===== src/rtl/pulse_wave_gen_pkg.sv =====
// Shared encodings and reset defaults for the rectangular-wave generator.
package pulse_gen_pkg;

  localparam logic [1:0] MODE_CONT  = 2'b00;
  localparam logic [1:0] MODE_INV   = 2'b01;
  localparam logic [1:0] MODE_BURST = 2'b10;
  localparam logic [1:0] MODE_OFF   = 2'b11;

  typedef enum logic [1:0] {
    IDLE  = 2'd0,
    RUN   = 2'd1,
    BURST = 2'd2
  } state_e;

  localparam int DEF_PERIOD = 100;
  localparam int MIN_PERIOD = 2;

endpackage


===== src/rtl/pulse_wave_gen_if.sv =====
// Configuration, step/trigger and DAC-code bundle between the frequency divider side and the generator.
interface pulse_wave_gen_if #(
  parameter int DATA_W  = 12,
  parameter int CNT_W   = 8,
  parameter int BURST_W = 8
);
  logic               tick;
  logic               load;
  logic [CNT_W-1:0]   period;
  logic [CNT_W-1:0]   duty;
  logic [DATA_W-1:0]  minimum;
  logic [DATA_W-1:0]  maximum;
  logic [1:0]         mode;
  logic [BURST_W-1:0] burst_len;
  logic               trigger;
  logic [DATA_W-1:0]  waveform;
  logic               sync;
  logic               busy;

  modport master (
    output tick, load, period, duty, minimum, maximum, mode, burst_len, trigger,
    input  waveform, sync, busy
  );

  modport slave (
    input  tick, load, period, duty, minimum, maximum, mode, burst_len, trigger,
    output waveform, sync, busy
  );
endinterface


===== src/rtl/pulse_cfg_shadow.sv =====
// Shadow/active configuration pair: load captures into shadow, copies to active at period boundaries or while idle.
// Outputs the set in force for the current tick; shadow is presented directly during a boundary copy.
module pulse_cfg_shadow
  import pulse_gen_pkg::*;
#(
  parameter int DATA_W  = 12,
  parameter int CNT_W   = 8,
  parameter int BURST_W = 8
) (
  input  logic               clk,
  input  logic               reset,
  input  logic               load,
  input  logic               copy_idle,
  input  logic               copy_bnd,
  input  logic [CNT_W-1:0]   period_i,
  input  logic [CNT_W-1:0]   duty_i,
  input  logic [DATA_W-1:0]  min_i,
  input  logic [DATA_W-1:0]  max_i,
  input  logic [1:0]         mode_i,
  input  logic [BURST_W-1:0] blen_i,
  output logic [CNT_W-1:0]   period_o,
  output logic [CNT_W-1:0]   duty_o,
  output logic [DATA_W-1:0]  min_o,
  output logic [DATA_W-1:0]  max_o,
  output logic [1:0]         mode_o,
  output logic [BURST_W-1:0] blen_o
);

  logic [CNT_W-1:0]   sh_period_q, sh_period_d, act_period_q, act_period_d;
  logic [CNT_W-1:0]   sh_duty_q, sh_duty_d, act_duty_q, act_duty_d;
  logic [DATA_W-1:0]  sh_min_q, sh_min_d, act_min_q, act_min_d;
  logic [DATA_W-1:0]  sh_max_q, sh_max_d, act_max_q, act_max_d;
  logic [1:0]         sh_mode_q, sh_mode_d, act_mode_q, act_mode_d;
  logic [BURST_W-1:0] sh_blen_q, sh_blen_d, act_blen_q, act_blen_d;
  logic [CNT_W-1:0]   period_clamped;

  // Periods below two cannot alternate high and low, so they are raised at capture.
  assign period_clamped = (period_i < CNT_W'(MIN_PERIOD)) ? CNT_W'(MIN_PERIOD) : period_i;

  always_comb begin
    sh_period_d  = sh_period_q;
    sh_duty_d    = sh_duty_q;
    sh_min_d     = sh_min_q;
    sh_max_d     = sh_max_q;
    sh_mode_d    = sh_mode_q;
    sh_blen_d    = sh_blen_q;
    act_period_d = act_period_q;
    act_duty_d   = act_duty_q;
    act_min_d    = act_min_q;
    act_max_d    = act_max_q;
    act_mode_d   = act_mode_q;
    act_blen_d   = act_blen_q;
    if (load) begin
      sh_period_d = period_clamped;
      sh_duty_d   = duty_i;
      sh_min_d    = min_i;
      sh_max_d    = max_i;
      sh_mode_d   = mode_i;
      sh_blen_d   = blen_i;
    end
    // The copy reads the pre-load shadow, so a coincident load waits for the next boundary.
    if (copy_idle || copy_bnd) begin
      act_period_d = sh_period_q;
      act_duty_d   = sh_duty_q;
      act_min_d    = sh_min_q;
      act_max_d    = sh_max_q;
      act_mode_d   = sh_mode_q;
      act_blen_d   = sh_blen_q;
    end
  end

  always_ff @(posedge clk or posedge reset) begin
    if (reset) begin
      sh_period_q  <= CNT_W'(DEF_PERIOD);
      sh_duty_q    <= '0;
      sh_min_q     <= '0;
      sh_max_q     <= '0;
      sh_mode_q    <= MODE_CONT;
      sh_blen_q    <= '0;
      act_period_q <= CNT_W'(DEF_PERIOD);
      act_duty_q   <= '0;
      act_min_q    <= '0;
      act_max_q    <= '0;
      act_mode_q   <= MODE_CONT;
      act_blen_q   <= '0;
    end else begin
      sh_period_q  <= sh_period_d;
      sh_duty_q    <= sh_duty_d;
      sh_min_q     <= sh_min_d;
      sh_max_q     <= sh_max_d;
      sh_mode_q    <= sh_mode_d;
      sh_blen_q    <= sh_blen_d;
      act_period_q <= act_period_d;
      act_duty_q   <= act_duty_d;
      act_min_q    <= act_min_d;
      act_max_q    <= act_max_d;
      act_mode_q   <= act_mode_d;
      act_blen_q   <= act_blen_d;
    end
  end

  assign period_o = copy_bnd ? sh_period_q : act_period_q;
  assign duty_o   = copy_bnd ? sh_duty_q   : act_duty_q;
  assign min_o    = copy_bnd ? sh_min_q    : act_min_q;
  assign max_o    = copy_bnd ? sh_max_q    : act_max_q;
  assign mode_o   = copy_bnd ? sh_mode_q   : act_mode_q;
  assign blen_o   = copy_bnd ? sh_blen_q   : act_blen_q;

endmodule


===== src/rtl/pulse_wave_gen.sv =====
// Rectangular-wave DAC code generator with continuous, inverted, burst and off modes; advances only on tick.
// waveform/sync are registered one clk after the sampled tick; no backpressure, outputs hold between ticks.
module pulse_wave_gen
  import pulse_gen_pkg::*;
#(
  parameter int DATA_W  = 12,
  parameter int CNT_W   = 8,
  parameter int BURST_W = 8
) (
  input  logic            clk,
  input  logic            reset,
  pulse_wave_gen_if.slave bus
);

  state_e             state_q, state_d;
  logic [CNT_W-1:0]   count_q, count_d;
  logic [BURST_W-1:0] bcnt_q, bcnt_d;
  logic [DATA_W-1:0]  wave_q, wave_d;
  logic               sync_q, sync_d;
  logic               copy_idle, copy_bnd, hi, last;
  logic [CNT_W-1:0]   c_period, c_duty;
  logic [DATA_W-1:0]  c_min, c_max;
  logic [1:0]         c_mode;
  logic [BURST_W-1:0] c_blen;

  assign copy_idle = (state_q == IDLE);
  assign copy_bnd  = (state_q != IDLE) && bus.tick && (count_q == '0);

  pulse_cfg_shadow #(
    .DATA_W  (DATA_W),
    .CNT_W   (CNT_W),
    .BURST_W (BURST_W)
  ) u_cfg (
    .clk       (clk),
    .reset     (reset),
    .load      (bus.load),
    .copy_idle (copy_idle),
    .copy_bnd  (copy_bnd),
    .period_i  (bus.period),
    .duty_i    (bus.duty),
    .min_i     (bus.minimum),
    .max_i     (bus.maximum),
    .mode_i    (bus.mode),
    .blen_i    (bus.burst_len),
    .period_o  (c_period),
    .duty_o    (c_duty),
    .min_o     (c_min),
    .max_o     (c_max),
    .mode_o    (c_mode),
    .blen_o    (c_blen)
  );

  assign hi   = count_q < c_duty;
  assign last = count_q == (c_period - 1'b1);

  always_comb begin
    state_d = state_q;
    count_d = count_q;
    bcnt_d  = bcnt_q;
    wave_d  = wave_q;
    sync_d  = 1'b0;
    case (state_q)
      IDLE: begin
        count_d = '0;
        if (bus.tick) wave_d = c_min;
        if (c_mode == MODE_CONT || c_mode == MODE_INV) begin
          state_d = RUN;
        end else if (c_mode == MODE_BURST && bus.trigger && c_blen != '0) begin
          state_d = BURST;
          bcnt_d  = c_blen;
        end
      end
      RUN: if (bus.tick) begin
        // A boundary copy into burst/off mode ends the run on this very tick.
        if (c_mode == MODE_BURST || c_mode == MODE_OFF) begin
          state_d = IDLE;
          count_d = '0;
          wave_d  = c_min;
        end else begin
          count_d = last ? '0 : count_q + 1'b1;
          sync_d  = (count_q == '0);
          wave_d  = (hi ^ (c_mode == MODE_INV)) ? c_max : c_min;
        end
      end
      BURST: if (bus.tick) begin
        if (c_mode != MODE_BURST) begin
          state_d = IDLE;
          count_d = '0;
          wave_d  = c_min;
        end else begin
          count_d = last ? '0 : count_q + 1'b1;
          sync_d  = (count_q == '0);
          wave_d  = hi ? c_max : c_min;
          if (last) begin
            if (bcnt_q == BURST_W'(1)) state_d = IDLE;
            else                       bcnt_d  = bcnt_q - 1'b1;
          end
        end
      end
      default: state_d = IDLE;
    endcase
  end

  always_ff @(posedge clk or posedge reset) begin
    if (reset) begin
      state_q <= IDLE;
      count_q <= '0;
      bcnt_q  <= '0;
      wave_q  <= '0;
      sync_q  <= 1'b0;
    end else begin
      state_q <= state_d;
      count_q <= count_d;
      bcnt_q  <= bcnt_d;
      wave_q  <= wave_d;
      sync_q  <= sync_d;
    end
  end

  assign bus.waveform = wave_q;
  assign bus.sync     = sync_q;
  assign bus.busy     = (state_q == BURST);

endmodule


===== src/flat_wrapper.sv =====
// flat-port wrapper written by rule: the top's interface ports become plain ports
module pulse_wave_gen_flat import pulse_gen_pkg::*;
#(
  parameter int DATA_W  = 12,
  parameter int CNT_W   = 8,
  parameter int BURST_W = 8
)
  (clk, reset, bus_tick, bus_load, bus_period, bus_duty, bus_minimum, bus_maximum, bus_mode, bus_burst_len, bus_trigger, bus_waveform, bus_sync, bus_busy);
  pulse_wave_gen_if #(.DATA_W(DATA_W), .CNT_W(CNT_W), .BURST_W(BURST_W)) bus_i ();
  input  logic clk;
  input  logic reset;
  input wire logic [$bits(bus_i.tick)-1:0] bus_tick;
  input wire logic [$bits(bus_i.load)-1:0] bus_load;
  input wire logic [$bits(bus_i.period)-1:0] bus_period;
  input wire logic [$bits(bus_i.duty)-1:0] bus_duty;
  input wire logic [$bits(bus_i.minimum)-1:0] bus_minimum;
  input wire logic [$bits(bus_i.maximum)-1:0] bus_maximum;
  input wire logic [$bits(bus_i.mode)-1:0] bus_mode;
  input wire logic [$bits(bus_i.burst_len)-1:0] bus_burst_len;
  input wire logic [$bits(bus_i.trigger)-1:0] bus_trigger;
  output wire logic [$bits(bus_i.waveform)-1:0] bus_waveform;
  output wire logic [$bits(bus_i.sync)-1:0] bus_sync;
  output wire logic [$bits(bus_i.busy)-1:0] bus_busy;
  assign bus_i.tick = bus_tick;
  assign bus_i.load = bus_load;
  assign bus_i.period = bus_period;
  assign bus_i.duty = bus_duty;
  assign bus_i.minimum = bus_minimum;
  assign bus_i.maximum = bus_maximum;
  assign bus_i.mode = bus_mode;
  assign bus_i.burst_len = bus_burst_len;
  assign bus_i.trigger = bus_trigger;
  assign bus_waveform = bus_i.waveform;
  assign bus_sync = bus_i.sync;
  assign bus_busy = bus_i.busy;
  pulse_wave_gen #(.DATA_W(DATA_W), .CNT_W(CNT_W), .BURST_W(BURST_W)) u_core (.clk(clk), .reset(reset), .bus(bus_i));
endmodule

===== config.mk =====
export PLATFORM = sky130hd
export DESIGN_NAME = pulse_wave_gen_flat
export DESIGN_NICKNAME = d
export VERILOG_FILES = /design/src/rtl/pulse_wave_gen_pkg.sv /design/src/rtl/pulse_wave_gen_if.sv /design/src/rtl/pulse_cfg_shadow.sv /design/src/rtl/pulse_wave_gen.sv /design/src/flat_wrapper.sv
export SDC_FILE = /design/constraint.sdc
export NUM_CORES = 1
export LEC_CHECK = 0
export ABC_AREA = 1
export CAP_MARGIN = 5
export CORE_ASPECT_RATIO = 1.25
export CORE_MARGIN = 8
export CORE_UTILIZATION = 40
export DETAILED_ROUTE_END_ITERATION = 8
export GPL_TIMING_DRIVEN = 0
export SLEW_MARGIN = 20
export SYNTH_ARGS = -nofsm -noshare
export SYNTH_HDL_FRONTEND = slang
export SYNTH_SLANG_ARGS = --single-unit

===== constraint.sdc =====
create_clock -name clk -period 6.5 [get_ports clk]
set_input_delay 1.625 -clock clk [delete_from_list [all_inputs] [get_ports clk]]
set_output_delay 1.625 -clock clk [all_outputs]
set_load 0.05 [all_outputs]

==> metrics.txt <==
outcome completed; Num CTS Buffers 17; cts hold-fix bufs 0; DR vias roughly 6300; Rows 55; Syn Area/Cell approximately 7.4 µm²; ys flop type dfrtp_1; Mapped Area 7200 µm²; Final Cycle Share approximately four fifths; global route overflow 0; Slew HR 57.2%; register bit total from synthesis approximately 130; placed cell areas around 8000 µm²; core area 17900 µm²; startpoint types input pin; Global Route Usage Sum about 17%; most frequent cells in the layout 340 x nand2_1, 125 x dfrtp_1, 107 x inv_1; drt pass-1 iters 5; Synth top area share between 40% and 50%; Async S/R FF share, synth 100%; EDFF count, synth 0; RSZ-0062 raised after global routing no; Mapped Cells slightly below 1000; Initial Utilization between 40 and 50%; Lkg Pwr between 4 and 5 nW; # H-tree levels 4; count of cell types in the netlist 40; post-synthesis sequential area ratio between 40% and 50%; HPWL after DPL around 14000 µm; initial antenna violation count 0; later-pin clock latency in the skew report around 420 ps; IR drop worst, VDD between 0.2 and 0.25 mV; Final nets ~1100; Chip Height about 170 µm; via density per instance around 5; crit path launch bus_tick; area leader, netlist dfrtp_1; Die ar. roughly 23000 µm²; reg2reg setup slack between 2000 and 2500 ps; Final Hold Fails 0; min Tclk post-route 5140 ps; Wirelength per Cell around 14 µm; Filler Cell Count 1800; length in cells of the worst reg-to-reg path 23; Clock Pin Slew Worst Setup and Hold Paths roughly 60 ps; clock buffer depth 2; cell area after layout between 8000 and 9000 µm²; crit path DAT 5440 ps; clk sinks between 100 and 150; # resized after CTS 0; Slew @ Worst Pin roughly 640 ps; vias in the first global route between 6000 and 7000; most common cell after layout, fill and taps aside nand2_1; power density over cell area ~510 nW/µm²; Syn-to-layout area delta 22.4%; Critical Path Sink Type register; Setup Viol. Count Final 0; share of layout cells above drive strength 1 between 7 and 8%; number of DRC markers in iteration 0 428; R2R Path Start u_core.state_q[0]; Syn Nets about 1000; io pins 69; first-pass GRT wire length 31200 µm; synthesis warning total 0; die width 136 µm; Worst Path Required a little under 7000 ps; Total Neg Setup Slack 0 ps; number of port buffers 67; Slew Viols, Final 0; Peak Freq 195 MHz; crit path kind in2reg; worst reg2reg path endpoint u_core.bus.waveform[10]; post-layout util approximately half; total setup buffers inserted after CTS 0; largest net degree at the start of global routing 96; Hold WC Path Type reg2reg; Layout Skew 10.4 ps; Placer Congestion around 0.9; Area contributors post-synth dfrtp_1 43%, nand2_1 18%, o21ai_0 6.9%; critical path peak fanout 10; DRC violations left 0; CP Capture Point u_core.bus.waveform[10]; CTS tree done; clock root buffer clkbuf_16; maxcap violations 0; Antenna Violating Nets Remaining 0; n_diodes 0; wirelength, routed roughly 19000 µm
[cells in the mapped netlist (6+ instances only)]
library cell and instances:
dfrtp_1 125, o21ai_2 7, dfstp_2 6, inv_1 108, nor2_1 52, ha_1 16
a21oi_1 38, nand4_1 21, nand2_1 340, nand3_1 55, xor2_1 12, buf_2 8
nand2_2 10, clkbuf_1 28, o21ai_0 100
[layer usage]
| layer | vias to the layer above | wire (µm) | share of wire [%] | GRT usage, % |
|---|---|---|---|---|
| met5 | - | 0 | 0 | 0 |
| met2 | 106 | 9530 | 51 | 29.4 |
| met4 | 0 | 374 | 2.0 | 6.03 |
| li1 | 3261 | - | - | - |
| met3 | 20 | 544 | 2.9 | 3.06 |
| met1 | 2943 | 8320 | 44 | 21.5 |
[how the worst min path moves through the flow]
stage	start	end	cells after the start
floorplan	u_core.u_cfg.sh_period_q[2]	u_core.u_cfg.sh_period_q[2]	2
global placement	u_core.u_cfg.sh_period_q[2]	u_core.u_cfg.sh_period_q[2]	2
detailed placement	u_core.u_cfg.sh_duty_q[0]	u_core.u_cfg.act_duty_q[0]	2
CTS	u_core.u_cfg.sh_duty_q[0]	u_core.u_cfg.act_duty_q[0]	2
global route	u_core.u_cfg.sh_period_q[5]	u_core.u_cfg.sh_period_q[5]	2
finish	u_core.bus.waveform[8]	u_core.bus.waveform[8]	2
[cell families (layout without fill, tap and decap cells)]
kind of cell | count (synthesis) | after routing | share of synthesized area (%)
buf+inv | 159 | 259 | 8.79
simple gates | 496 | 496 | 29.3
fa+ha+maj | 16 | 16 | 2.78
xor+xnor | 14 | 14 | 1.70
mux | 2 | 2 | 0.278
compound gates | 156 | 156 | 11.5
flops | 131 | 131 | 45.6
[critical path, cell delays in order]
cell and delay (ps):
clkdlybuf4s50_1 470, inv_1 150, nor2_2 70, nand3_4 170
buf_6 180, buf_2 230, buf_2 270, clkbuf_1 330
o21ai_0 180, ha_1 340, a21oi_1 150, nor2_1 50
nor2_1 80, nand2_1 100, a21oi_1 250, buf_2 270
nand4_1 110, nand3_1 110, nand2_1 50, inv_1 70
nand2_1 40, nand2_1 90, nand2_1 60
[state kept, by name (all words and copies together) (netlist names)]
| signal | flops |
|---|---|
| u_core.u_cfg.act_min_q | 12 |
| u_core.u_cfg.act_max_q | 12 |
| u_core.bcnt_q | 8 |
| u_core.state_q | 2 |
| u_core.u_cfg.act_blen_q | 8 |
| u_core.bus.waveform | 12 |
| u_core.u_cfg.sh_blen_q | 8 |
| u_core.u_cfg.sh_max_q | 12 |
| u_core.u_cfg.sh_duty_q | 8 |
| u_core.u_cfg.act_duty_q | 8 |
| u_core.u_cfg.act_mode_q | 2 |
| u_core.u_cfg.act_period_q | 8 |
| u_core.u_cfg.sh_period_q | 8 |
| u_core.u_cfg.sh_mode_q | 2 |
| u_core.u_cfg.sh_min_q | 12 |
| u_core.count_q | 8 |
| u_core.bus.sync | 1 |
[where the power goes]
| part | leakage [nW] | internal, mW | switching, mW | total [mW] |
|---|---|---|---|---|
| Sequential | 1.59 | 1.09 | 0.130 | 1.21 |
| Clock | 0.304 | 0.652 | 0.370 | 1.02 |
| Combinational | 2.50 | 0.729 | 1.52 | 2.25 |
[per-stage QoR]
| stage | worst slack [ps] | hold slack [ps] | power, mW | instances |
|---|---|---|---|---|
| after floorplan | 1390 | 451 | 2.85 | 974 |
| after global placement | -661 | 459 | 3.44 | 1269 |
| after detailed placement | 988 | 465 | 3.48 | 1270 |
| after CTS | 1420 | 478 | 4.51 | 1302 |
| after global routing | 970 | 503 | 4.86 | 1302 |
| final | 1360 | 475 | 4.49 | 1302 |
[cell type report]
cell class	count	area (µm²)	area share (%)
flip-flops and latches	131	3290	37.3
multi-input cells	684	3280	37.2
repair buffers	68	698	7.92
clock buffers	19	443	5.02
inverters	115	439	4.98
well taps	228	285	3.23
plain buffers	44	201	2.28
clock inverters	13	181	2.06
Note: power is estimated with default switching activity, not from simulation.
